`src/rtl/gray_pkg.sv`:
```
// ============================================================================
// Module   : gray_pkg
// Purpose  : Shared Gray-code helpers: binary-to-Gray encode and terminal values.
// Revision : 1.0 - initial release
// ============================================================================
`default_nettype none

package gray_pkg;

   localparam int unsigned GRAY_DEFAULT_SIZE = 4;
   // Widest code the helpers handle; callers zero-extend into this width.
   localparam int unsigned GRAY_MAX_SIZE     = 32;

   function automatic logic [GRAY_MAX_SIZE-1:0] bin2gray(input logic [GRAY_MAX_SIZE-1:0] x);
      return x ^ (x >> 1);
   endfunction

   // All-ones of width w when counting up, zero when counting down.
   function automatic logic [GRAY_MAX_SIZE-1:0] terminal_value(input logic up,
                                                               input int unsigned w);
      logic [GRAY_MAX_SIZE-1:0] ones;
      ones = '1;
      return up ? (ones >> (GRAY_MAX_SIZE - w)) : '0;
   endfunction

   function automatic logic is_terminal(input logic [GRAY_MAX_SIZE-1:0] x,
                                        input logic up,
                                        input int unsigned w);
      return x == terminal_value(up, w);
   endfunction

endpackage

`default_nettype wire

```
`src/rtl/binary_to_gray.sv`:
```
// ============================================================================
// Module   : binary_to_gray
// Purpose  : Purely combinational reflected-binary (Gray) encoder.
// Revision : 1.0 - initial release
// ============================================================================
`default_nettype none

module binary_to_gray
   import gray_pkg::*;
#(
   parameter int unsigned DATA_SIZE = GRAY_DEFAULT_SIZE
) (
   input  logic [DATA_SIZE-1:0] b_in,
   output logic [DATA_SIZE-1:0] g_out
);

   logic [GRAY_MAX_SIZE-1:0] bin_ext;
   logic [GRAY_MAX_SIZE-1:0] gray_ext;

   // Zero upper bits leave the MSB passing through unchanged.
   always_comb begin
      bin_ext                = '0;
      bin_ext[DATA_SIZE-1:0] = b_in;
   end

   assign gray_ext = bin2gray(bin_ext);
   assign g_out    = gray_ext[DATA_SIZE-1:0];

endmodule

`default_nettype wire

```
`src/rtl/gray_code_counter.sv`:
```
// ============================================================================
// Module   : gray_code_counter
// Purpose  : Up/down binary counter with registered binary and Gray outputs.
//            Define GRAY_COUNTER_SATURATE_EN to hold at the terminal value.
// Revision : 1.0 - initial release
// ============================================================================
`default_nettype none

module gray_code_counter
   import gray_pkg::*;
#(
   parameter int unsigned DATA_SIZE = GRAY_DEFAULT_SIZE
) (
   input  logic                 clk,
   input  logic                 rst_n,
   input  logic                 en,
   input  logic                 up_dn,
   input  logic                 load,
   input  logic [DATA_SIZE-1:0] b_in,
   output logic [DATA_SIZE-1:0] b_out,
   output logic [DATA_SIZE-1:0] g_out,
   output logic                 term
);

   logic [DATA_SIZE-1:0]     bin_q,  bin_d;
   logic [DATA_SIZE-1:0]     gray_q, gray_d;
   logic                     term_q, term_d;
   logic [GRAY_MAX_SIZE-1:0] bin_ext;
   logic                     at_term;

   always_comb begin
      bin_ext                = '0;
      bin_ext[DATA_SIZE-1:0] = bin_q;
   end

   assign at_term = is_terminal(bin_ext, up_dn, DATA_SIZE);

   always_comb begin
      bin_d  = bin_q;
      term_d = 1'b0;
      if (load) begin
         bin_d = b_in;
      end else if (en) begin
         term_d = at_term;
`ifdef GRAY_COUNTER_SATURATE_EN
         if (!at_term)
`endif
            bin_d = up_dn ? (bin_q + 1'b1) : (bin_q - 1'b1);
      end
   end

   // Gray is encoded from the next state so g_out is a clean flop output.
   binary_to_gray #(
      .DATA_SIZE (DATA_SIZE)
   ) u_binary_to_gray (
      .b_in  (bin_d),
      .g_out (gray_d)
   );

   always_ff @(posedge clk) begin
      if (!rst_n) begin
         bin_q  <= '0;
         gray_q <= '0;
         term_q <= 1'b0;
      end else begin
         bin_q  <= bin_d;
         gray_q <= gray_d;
         term_q <= term_d;
      end
   end

   assign b_out = bin_q;
   assign g_out = gray_q;
   assign term  = term_q;

endmodule

`default_nettype wire
```
`config.mk`:
```
export PLATFORM = sky130hd
export DESIGN_NAME = gray_code_counter
export DESIGN_NICKNAME = d
export VERILOG_FILES = /design/src/rtl/gray_pkg.sv /design/src/rtl/binary_to_gray.sv /design/src/rtl/gray_code_counter.sv
export SDC_FILE = /design/constraint.sdc
export NUM_CORES = 1
export LEC_CHECK = 0
export ABC_AREA = 1
export ABC_CLOCK_PERIOD_IN_PS = 1700
export CORE_AREA = 3 3 40 42
export CTS_CLUSTER_SIZE = 20
export DETAILED_ROUTE_END_ITERATION = 7
export DIE_AREA = 0 0 43 45
export GPL_ROUTABILITY_DRIVEN = 0
export GPL_TIMING_DRIVEN = 0
export PLACE_DENSITY = 0.7
export REMOVE_ABC_BUFFERS = 1
export SETUP_SLACK_MARGIN = 0.2
export SYNTH_ARGS = -nofsm -noshare
export SYNTH_HDL_FRONTEND = slang
export SYNTH_SLANG_ARGS = --single-unit
export TNS_END_PERCENT = 1
```
`constraint.sdc`:
```
create_clock -name clk -period 1.7 [get_ports clk]
set_input_delay 0.17 -clock clk [delete_from_list [all_inputs] [get_ports clk]]
set_output_delay 0.17 -clock clk [all_outputs]
set_load 0.05 [all_outputs]
```
==> results.yml, run 1 <==
status:
  status: "finished clean"
detailed_routing:
  via_per_inst: 4.60
  firstDrtPassIters: 4
  wl_per_cell_um: 10.1
  post-route-drc-count: 0
  ant_nets: 0
  drtIter0Drc: 5
  vias: 428
  wirelength_um: 943
grt:
  grt.total_usage_pct: 11.1
  grt.busiest_layer: "met2"
  grt_max_degree: 6
  grt_pass1_vias: 411
  antenna_found_initial: 0
  grt_util_met1_pct: 11.2
  gr-usage-met3_pct: 1.20
  grt_overflow: 0
  use_met2_pct: 19.8
  grt_pass1_wl_um: 1550
critical_path:
  slowest_delay_ps: 820
  worstPathCellList: "clkdlybuf4s50_1"
  cp.required_ps: 1530
  timing.rr.start: "b_out[0]$_SDFF_PN0_"
  path_buf_inv: 1
  critPathMaxFanout: 4
  crit_slowest_cell: "clkdlybuf4s50_1"
  crit_arrival_ps: 1450
  critical_path.startpoint: "b_out[3]$_SDFF_PN0_"
  end_kind: "primary output"
  cp-start-kind: "register"
  worstSetupPathType: "register to primary output"
  critPathTopFamily: "buffers and inverters"
power:
  power.switching_mw: 0.205
  powerDensity_nw_per_um2: 873
  p_comb_share_pct: 37.9
  p_sw_share_pct: 35.7
  p_leak_nw: 0.309
  p_int_mw: 0.369
  irDropWorstVdd_v: 0.000492
  power_frac_seq_pct: 38.1
  clockPowerShare_pct: 24.0
sta:
  slew_headroom_pct: 66.5
  fmax_mhz: 618
  worst_pin_slew_ps: 501
  clock_skew_ps: 4.11
  finalHoldViolCount: 0
  setup_viol: 0
  setup_tns_ps: 0
  drv_slew: 0
  period_share_pct: 95.3
  rsz0062_at_grt: "true"
  fin_crit_ps: 1620
place:
  hpwl_um: 793
  io_buffers: 17
hold_path:
  hold_class: "primary input to register"
  hold_start: "up_dn"
clocking:
  h-tree-depth: 1
  clk_root_buffer_cell: "clkbuf_4"
  clkTransAtPathRegs_ps: 50
  hold_buffers: 0
  cts_tree: "built"
  clock_latency_ps: 250
  clockBufferDepth: 2
  cts_buffers: 3
  cts.sinks: 8
yosys:
  synth-xor-area-share_pct: 3.94
  synth-simple-area-share_pct: 27.3
  synth_mux_area_share_pct: 0
  synthAdderAreaFrac_pct: 10.1
  ys_types: 19
  syn_area_um2: 444
  seq_area_frac_synth_pct: 36.1
  synth_cells: 59
  synth-seq-cells: 8
  syn_avg_cell_area_um2: 7.53
  synth_top_family_by_area: "simple AND/OR/NAND/NOR gates"
  synth_compound_area_share_pct: 14.9
  ys_warn_count: 0
floorplan:
  die_w_um: 43
  die_h_um: 45
  core_area_um2: 1280
  rows: 13
  ios: 18
  die_area_um2: 1940
  initial_core_util_pct: 34.6
layout:
  fin_nets: 92
  utilization_pct: 51.2
  final_cell_mix: "nand2_1, clkdlybuf4s50_1, dfxtp_1"
  area_delta_synth_final_pct: 48.2
  drive_above_1_share_pct: 17.9
  antenna_cells: 0
flow_run:
  drv_cap: 0
## flip-flops by register name, summed over array words and instances (netlist names)
signal / cells
b_out: 4
g_out: 3
term: 1
## power by group through the flow
stage	Combinational [mW]	Clock, mW	Sequential, mW
after detailed placement	0.217	0	0.223
after global routing	0.237	0.152	0.221
after floorplan	0.0769	0	0.288
after global placement	0.216	0	0.221
after CTS	0.217	0.140	0.219
final	0.218	0.138	0.219
## cell usage after synthesis (all sizes together)
cell type | count | area (um2)
nand2 | 16 | 65.1
dfxtp | 8 | 160
inv | 7 | 26.3
a21oi | 5 | 25.0
nor2 | 5 | 23.8
o21ai | 5 | 32.5
nand3 | 4 | 20.0
ha | 2 | 25.0
xnor2 | 2 | 17.5
buf | 1 | 7.51
fa | 1 | 20.0
nand4 | 1 | 6.26
nor4 | 1 | 6.26
o22a | 1 | 8.76
## repair_timing
item | 4_1_cts | 5_1_grt
buffers inserted | 0 | 0
resized for setup | 1 | 4
setup endpoints to repair | 15 | 14
## worst reg2reg max path: stages (launching register included)
cell	delay, ps
dfxtp_1	450
fa_1	460
nand2_1	80
nand3_1	90
o21ai_2	100
nor2_2	70
o22a_1	170
## kinds of logic (layout without fill, tap and decap cells)
family / after synthesis / count (layout)
and+or+nand+nor: 27 / 27
AOI/OAI and AO/OA: 11 / 11
DFF: 8 / 8
buffers and inverters: 8 / 27
adders and majority gates: 3 / 3
xor gates and xnor gates: 2 / 2
## cell type report
class | instances | area [um2]
Timing Repair Buffer | 17 | 174
Fill cell | 121 | 627
Inverter | 7 | 26.3
Tap cell | 15 | 18.8
Sequential cell | 8 | 160
Clock buffer | 3 | 22.5
Multi-Input combinational cell | 43 | 256
## through the flow
step	hold WS (ps)	total power [mW]	cell area, um2	setup WS, ps	std cells
floorplan	247	0.365	437	-91.2	58
global placement	645	0.437	626	-238	90
detailed placement	667	0.440	626	-241	90
CTS	529	0.576	647	9.40	93
global route	346	0.610	658	39.3	93
finish	321	0.575	658	80.7	93
## worst paths after layout
check | slack [ps] | cells past startpoint | end
worst max-delay path | 80 | 1 | b_out[3]
worst min-delay path | 320 | 4 | term$_SDFF_PP0_
worst min register to register | 670 | 4 | term$_SDFF_PP0_
worst max register to register | 170 | 6 | g_out[0]$_SDFF_PN0_
## metal layers
| layer | part of all wire (%) | vias to the layer above |
|---|---|---|
| met5 | 0 | - |
| met4 | 1.8 | 0 |
| met3 | 4.2 | 2 |
| met2 | 52 | 10 |
| met1 | 42 | 184 |
| li1 | - | 232 |
(Power assumes the default switching activity.)
==> run 2: changes to the inputs <==
--- a/config.mk
+++ b/config.mk
@@ -15,7 +15,7 @@
 export GPL_TIMING_DRIVEN = 0
 export PLACE_DENSITY = 0.7
 export REMOVE_ABC_BUFFERS = 1
-export SETUP_SLACK_MARGIN = 0.2
+export SETUP_SLACK_MARGIN = 0.3
 export SYNTH_ARGS = -nofsm -noshare
 export SYNTH_HDL_FRONTEND = slang
 export SYNTH_SLANG_ARGS = --single-unit
==> results.yml, run 2 (synthesis gave the netlist of run 1 again) <==
critical_path:
  timing.rr.start: "b_out[0]$_SDFF_PN0_"
  worstSetupPathType: "register to primary output"
  crit_slowest_cell: "clkdlybuf4s50_1"
  r2r-end: "g_out[0]$_SDFF_PN0_"
  critPathTopFamily: "buffers and inverters"
  path_buf_inv: 1
  cp-start-kind: "register"
  cp.required_ps: 1530
  worstPathCellList: "clkdlybuf4s50_1"
  end_kind: "primary output"
  r2r_setup_slack_ps: 160
  crit_arrival_ps: 1440
  reg2reg_depth: 6
  slowest_delay_ps: 820
  critPathMaxFanout: 4
sta:
  period_share_pct: 94.6
  worst_pin_slew_ps: 501
  finalHoldViolCount: 0
  hold_slack_ps: 434
  drv_slew: 0
  slew_headroom_pct: 66.5
  setup_viol: 0
  setup_tns_ps: 0
  rsz0062_at_grt: "true"
  fmax_mhz: 622
  clock_skew_ps: 2.05
  fin_crit_ps: 1610
clocking:
  cts.sinks: 8
  cts_buffers: 3
  cts_tree: "built"
  h-tree-depth: 1
  clock_latency_ps: 240
  hold_buffers: 0
  clkTransAtPathRegs_ps: 50
  clockBufferDepth: 2
  clk_root_buffer_cell: "clkbuf_4"
layout:
  fin_nets: 93
  ff_latch_area_um2: 160
  antenna_cells: 0
  area_delta_synth_final_pct: 48.2
  layout_commonest_cell: "nand2_1"
  postLayoutCellArea_um2: 658
  drive_above_1_share_pct: 17.7
  nFillCells: 122
  largest_reg_flops: 4
  final_cell_mix: "nand2_1, clkdlybuf4s50_1, dfxtp_1"
  multi_input_area_um2: 254
grt:
  antenna_found_initial: 0
  grt_pass1_vias: 427
  grt_max_degree: 6
  grt_pass1_wl_um: 1610
  grt.total_usage_pct: 11.4
  grt_overflow: 0
detailed_routing:
  via_per_inst: 4.62
  wirelength_um: 948
  highest_layer: "met4"
  ant_nets: 0
  wl_met2_um: 495
  wl_per_cell_um: 10.1
  firstDrtPassIters: 3
  vias: 434
  wl_met3_um: 36
  post-route-drc-count: 0
  drtIter0Drc: 4
  wl_met1_um: 391
floorplan:
  die_h_um: 45
  die_w_um: 43
  rows: 13
  initial_core_util_pct: 34.6
  die_area_um2: 1940
  ios: 18
  core_area_um2: 1280
hold_path:
  hold_path_depth: 4
  hold_start: "up_dn"
  min_to: "term$_SDFF_PP0_"
  hold_class: "primary input to register"
place:
  hpwl_um: 793
  dpl_cell_area_um2: 626
  io_buffers: 17
power:
  irDropWorstVdd_v: 0.000494
  p_leak_nw: 0.313
  powerDensity_nw_per_um2: 873
  p_total_mw: 0.574
flow_run:
  drv_cap: 0
status:
  status: "finished clean"
[run 2: cell types whose count changed in the layout (fill, tap and decap cells not counted), sizes merged]
cell           before  now
clkdlybuf4s50      14   13
dlygate4sd2         1    3
dlymetal6s2s        2    1
buf                 0    1
[run 2: stage by stage]
stage / instances / setup slack, ps / utilization, %
6_report: 94 / 91.5 / 51.2
5_1_grt: 94 / 50.6 / 51.2
4_1_cts: 94 / 69.4 / 51.0
3_5_place_dp: 90 / -241 / 48.7
3_3_place_gp: 90 / -238 / 48.7
2_1_floorplan: 58 / -91.2 / -
[run 2: area by class of cell]
| type | instances | area share (%) |
|---|---|---|
| Sequential cell | 8 | 24.3 |
| Timing Repair Buffer | 18 | 26.8 |
| Multi-Input combinational cell | 43 | 38.6 |
| Inverter | 7 | 3.99 |
| Tap cell | 15 | 2.85 |
| Clock buffer | 3 | 3.42 |
[run 2: what timing repair did]
item / CTS / global route
pin swaps: 1 / 0
endpoints found under the setup margin: 15 / 15
resized for setup: 4 / 1
buffers inserted: 1 / 0
[run 2: worst max path at each step]
stage / start / endpoint / slack (ps) / cells after the start
detailed placement: up_dn / g_out[2]$_SDFF_PN0_ / -240 / 11
finish: b_out[3]$_SDFF_PN0_ / g_out[3] / 90 / 1
CTS: b_out[3]$_SDFF_PN0_ / b_out[3] / 70 / 1
floorplan: b_out[0]$_SDFF_PN0_ / g_out[0]$_SDFF_PN0_ / -90 / 6
global placement: up_dn / g_out[2]$_SDFF_PN0_ / -240 / 11
global route: b_out[3]$_SDFF_PN0_ / g_out[3] / 50 / 1
[run 2: worst min-delay path, cell delays in order]
cell	delay (ps)
dlygate4sd2_1	260
xnor2_1	80
nand4_1	70
nor4_1	40
[run 2: layer usage]
metal / GRT usage [%] / vias up
met5: 0 / -
met4: 10.8 / 0
met3: 1.20 / 4
met2: 20.4 / 12
met1: 11.7 / 185
li1: - / 233
[run 2: power by group]
group / total, mW / internal (mW) / switching (mW) / leakage [nW]
clock network: 0.137 / 0.0803 / 0.0572 / 0.0138
logic: 0.218 / 0.0831 / 0.135 / 0.232
registers: 0.219 / 0.206 / 0.0131 / 0.0665
total: 0.574 / 0.369 / 0.205 / 0.313
==> run 3: changes to the inputs <==
--- a/config.mk
+++ b/config.mk
@@ -7,13 +7,13 @@
 export LEC_CHECK = 0
 export ABC_AREA = 1
 export ABC_CLOCK_PERIOD_IN_PS = 1700
-export CORE_AREA = 3 3 40 42
-export CTS_CLUSTER_SIZE = 20
+export CELL_PAD_IN_SITES_DETAIL_PLACEMENT = 2
+export CELL_PAD_IN_SITES_GLOBAL_PLACEMENT = 2
+export CORE_MARGIN = 3
+export CORE_UTILIZATION = 21
 export DETAILED_ROUTE_END_ITERATION = 7
-export DIE_AREA = 0 0 43 45
-export GPL_ROUTABILITY_DRIVEN = 0
 export GPL_TIMING_DRIVEN = 0
-export PLACE_DENSITY = 0.7
+export PLACE_DENSITY = 0.79
 export REMOVE_ABC_BUFFERS = 1
 export SETUP_SLACK_MARGIN = 0.3
 export SYNTH_ARGS = -nofsm -noshare
==> results.yml, run 3 (synthesis gave the netlist of run 1 again) <==
detailed_routing:
  highest_layer: "met4"
  wl_per_cell_um: 11.0
  vias: 469
  wl_met3_um: 59
  via_per_inst: 4.47
  firstDrtPassIters: 4
  drtIter0Drc: 3
  wl_met2_um: 599
  wl_met1_um: 491
  post-route-drc-count: 0
  wirelength_um: 1160
  ant_nets: 0
clocking:
  h-tree-depth: 1
  cts.sinks: 8
  clock_latency_ps: 260
  cts_resized: 5
  cts_tree: "built"
  cts_buffers: 3
  post_cts_buffers: 0
  clkTransAtPathRegs_ps: 60
  clk_root_buffer_cell: "clkbuf_4"
  clockBufferDepth: 2
  hold_buffers: 0
hold_path:
  min_to: "term$_SDFF_PP0_"
  hold_path_depth: 4
  hold_class: "primary input to register"
  hold_start: "up_dn"
sta:
  finalHoldViolCount: 0
  fmax_mhz: 622
  slew_headroom_pct: 66.1
  clock_skew_ps: 3.67
  fin_crit_ps: 1610
  drv_slew: 0
  hold_slack_ps: 424
  setup_viol: 0
  rsz0062_at_grt: "true"
  worst_pin_slew_ps: 506
  finalWorstSetupSlack_ps: 92.4
  period_share_pct: 94.6
layout:
  antenna_cells: 0
  area_delta_synth_final_pct: 52.7
  final_cells: 105
  fin_nets: 92
  largest_reg_flops: 4
  final_cell_mix: "nand2_1, clkdlybuf4s50_1, dfxtp_1"
  drive_above_1_share_pct: 17.9
  layout_commonest_cell: "nand2_1"
floorplan:
  ios: 18
  die_h_um: 52.0
  core_area_um2: 1980
  rows: 16
  die_w_um: 52.0
  die_area_um2: 2700
  initial_core_util_pct: 22.4
grt:
  grt.total_usage_pct: 10.6
  grt_pass1_vias: 490
  grt_pass1_wl_um: 2140
  grt_overflow: 0
  grt_max_degree: 6
  antenna_found_initial: 0
critical_path:
  cp.required_ps: 1530
  worstPathCellList: "clkdlybuf4s50_1"
  critical_path.startpoint: "b_out[3]$_SDFF_PN0_"
  critPathMaxFanout: 4
  end_kind: "primary output"
  timing.rr.start: "b_out[0]$_SDFF_PN0_"
  path_buf_inv: 1
  crit_slowest_cell: "clkdlybuf4s50_1"
  crit_cells: 1
  critPathTopFamily: "buffers and inverters"
  crit_arrival_ps: 1440
  slowest_delay_ps: 820
  reg2reg_depth: 6
  r2r_setup_slack_ps: 180
  cp-start-kind: "register"
  r2r-end: "g_out[0]$_SDFF_PN0_"
  worstSetupPathType: "register to primary output"
place:
  place_ws_ps: -335
  io_buffers: 17
  globalplace.congestion: 0.704
  post-place-cells: 102
  hpwl_um: 983
power:
  powerDensity_nw_per_um2: 873
  irDropWorstVdd_v: 0.000415
  p_leak_nw: 0.306
  p_total_mw: 0.592
flow_run:
  drv_cap: 0
status:
  status: "finished clean"
## run 3: cell type report
class                      instances  area, um2
clock buffer                       3       22.5
tap                               27       33.8
fill                             236       1300
sequential                         8        160
inverter                           7       26.3
multi-input combinational         43        267
timing repair buffer              17        169
## run 3: worst max path at each step
stage / to / slack (ps)
after global routing: b_out[3] / 30
after global placement: g_out[2]$_SDFF_PN0_ / -280
after detailed placement: g_out[2]$_SDFF_PN0_ / -340
after floorplan: g_out[0]$_SDFF_PN0_ / -90
final: b_out[3] / 90
after CTS: b_out[1] / 50
## run 3: metal layers
metal,up-vias,track usage [%]
met1,225,12.3
met2,11,17.4
met3,2,2.29
met5,-,0
met4,0,6.55
li1,231,-
## run 3: power breakdown
part / internal [mW] / switching [mW] / leakage, nW / total, mW
Clock: 0.0810 / 0.0676 / 0.0138 / 0.149
Sequential: 0.205 / 0.0128 / 0.0665 / 0.218
Combinational: 0.0854 / 0.140 / 0.226 / 0.225
Total: 0.372 / 0.220 / 0.306 / 0.592
## run 3: metrics by stage
stage | setup TNS [ps] | cell area, um2 | util [%]
finish | 0 | 678 | 34.2
global route | 0 | 678 | 34.2
CTS | 0 | 676 | 34.1
detailed placement | -1160 | 641 | 32.3
global placement | -899 | 641 | 32.3
floorplan | -214 | 437 | -
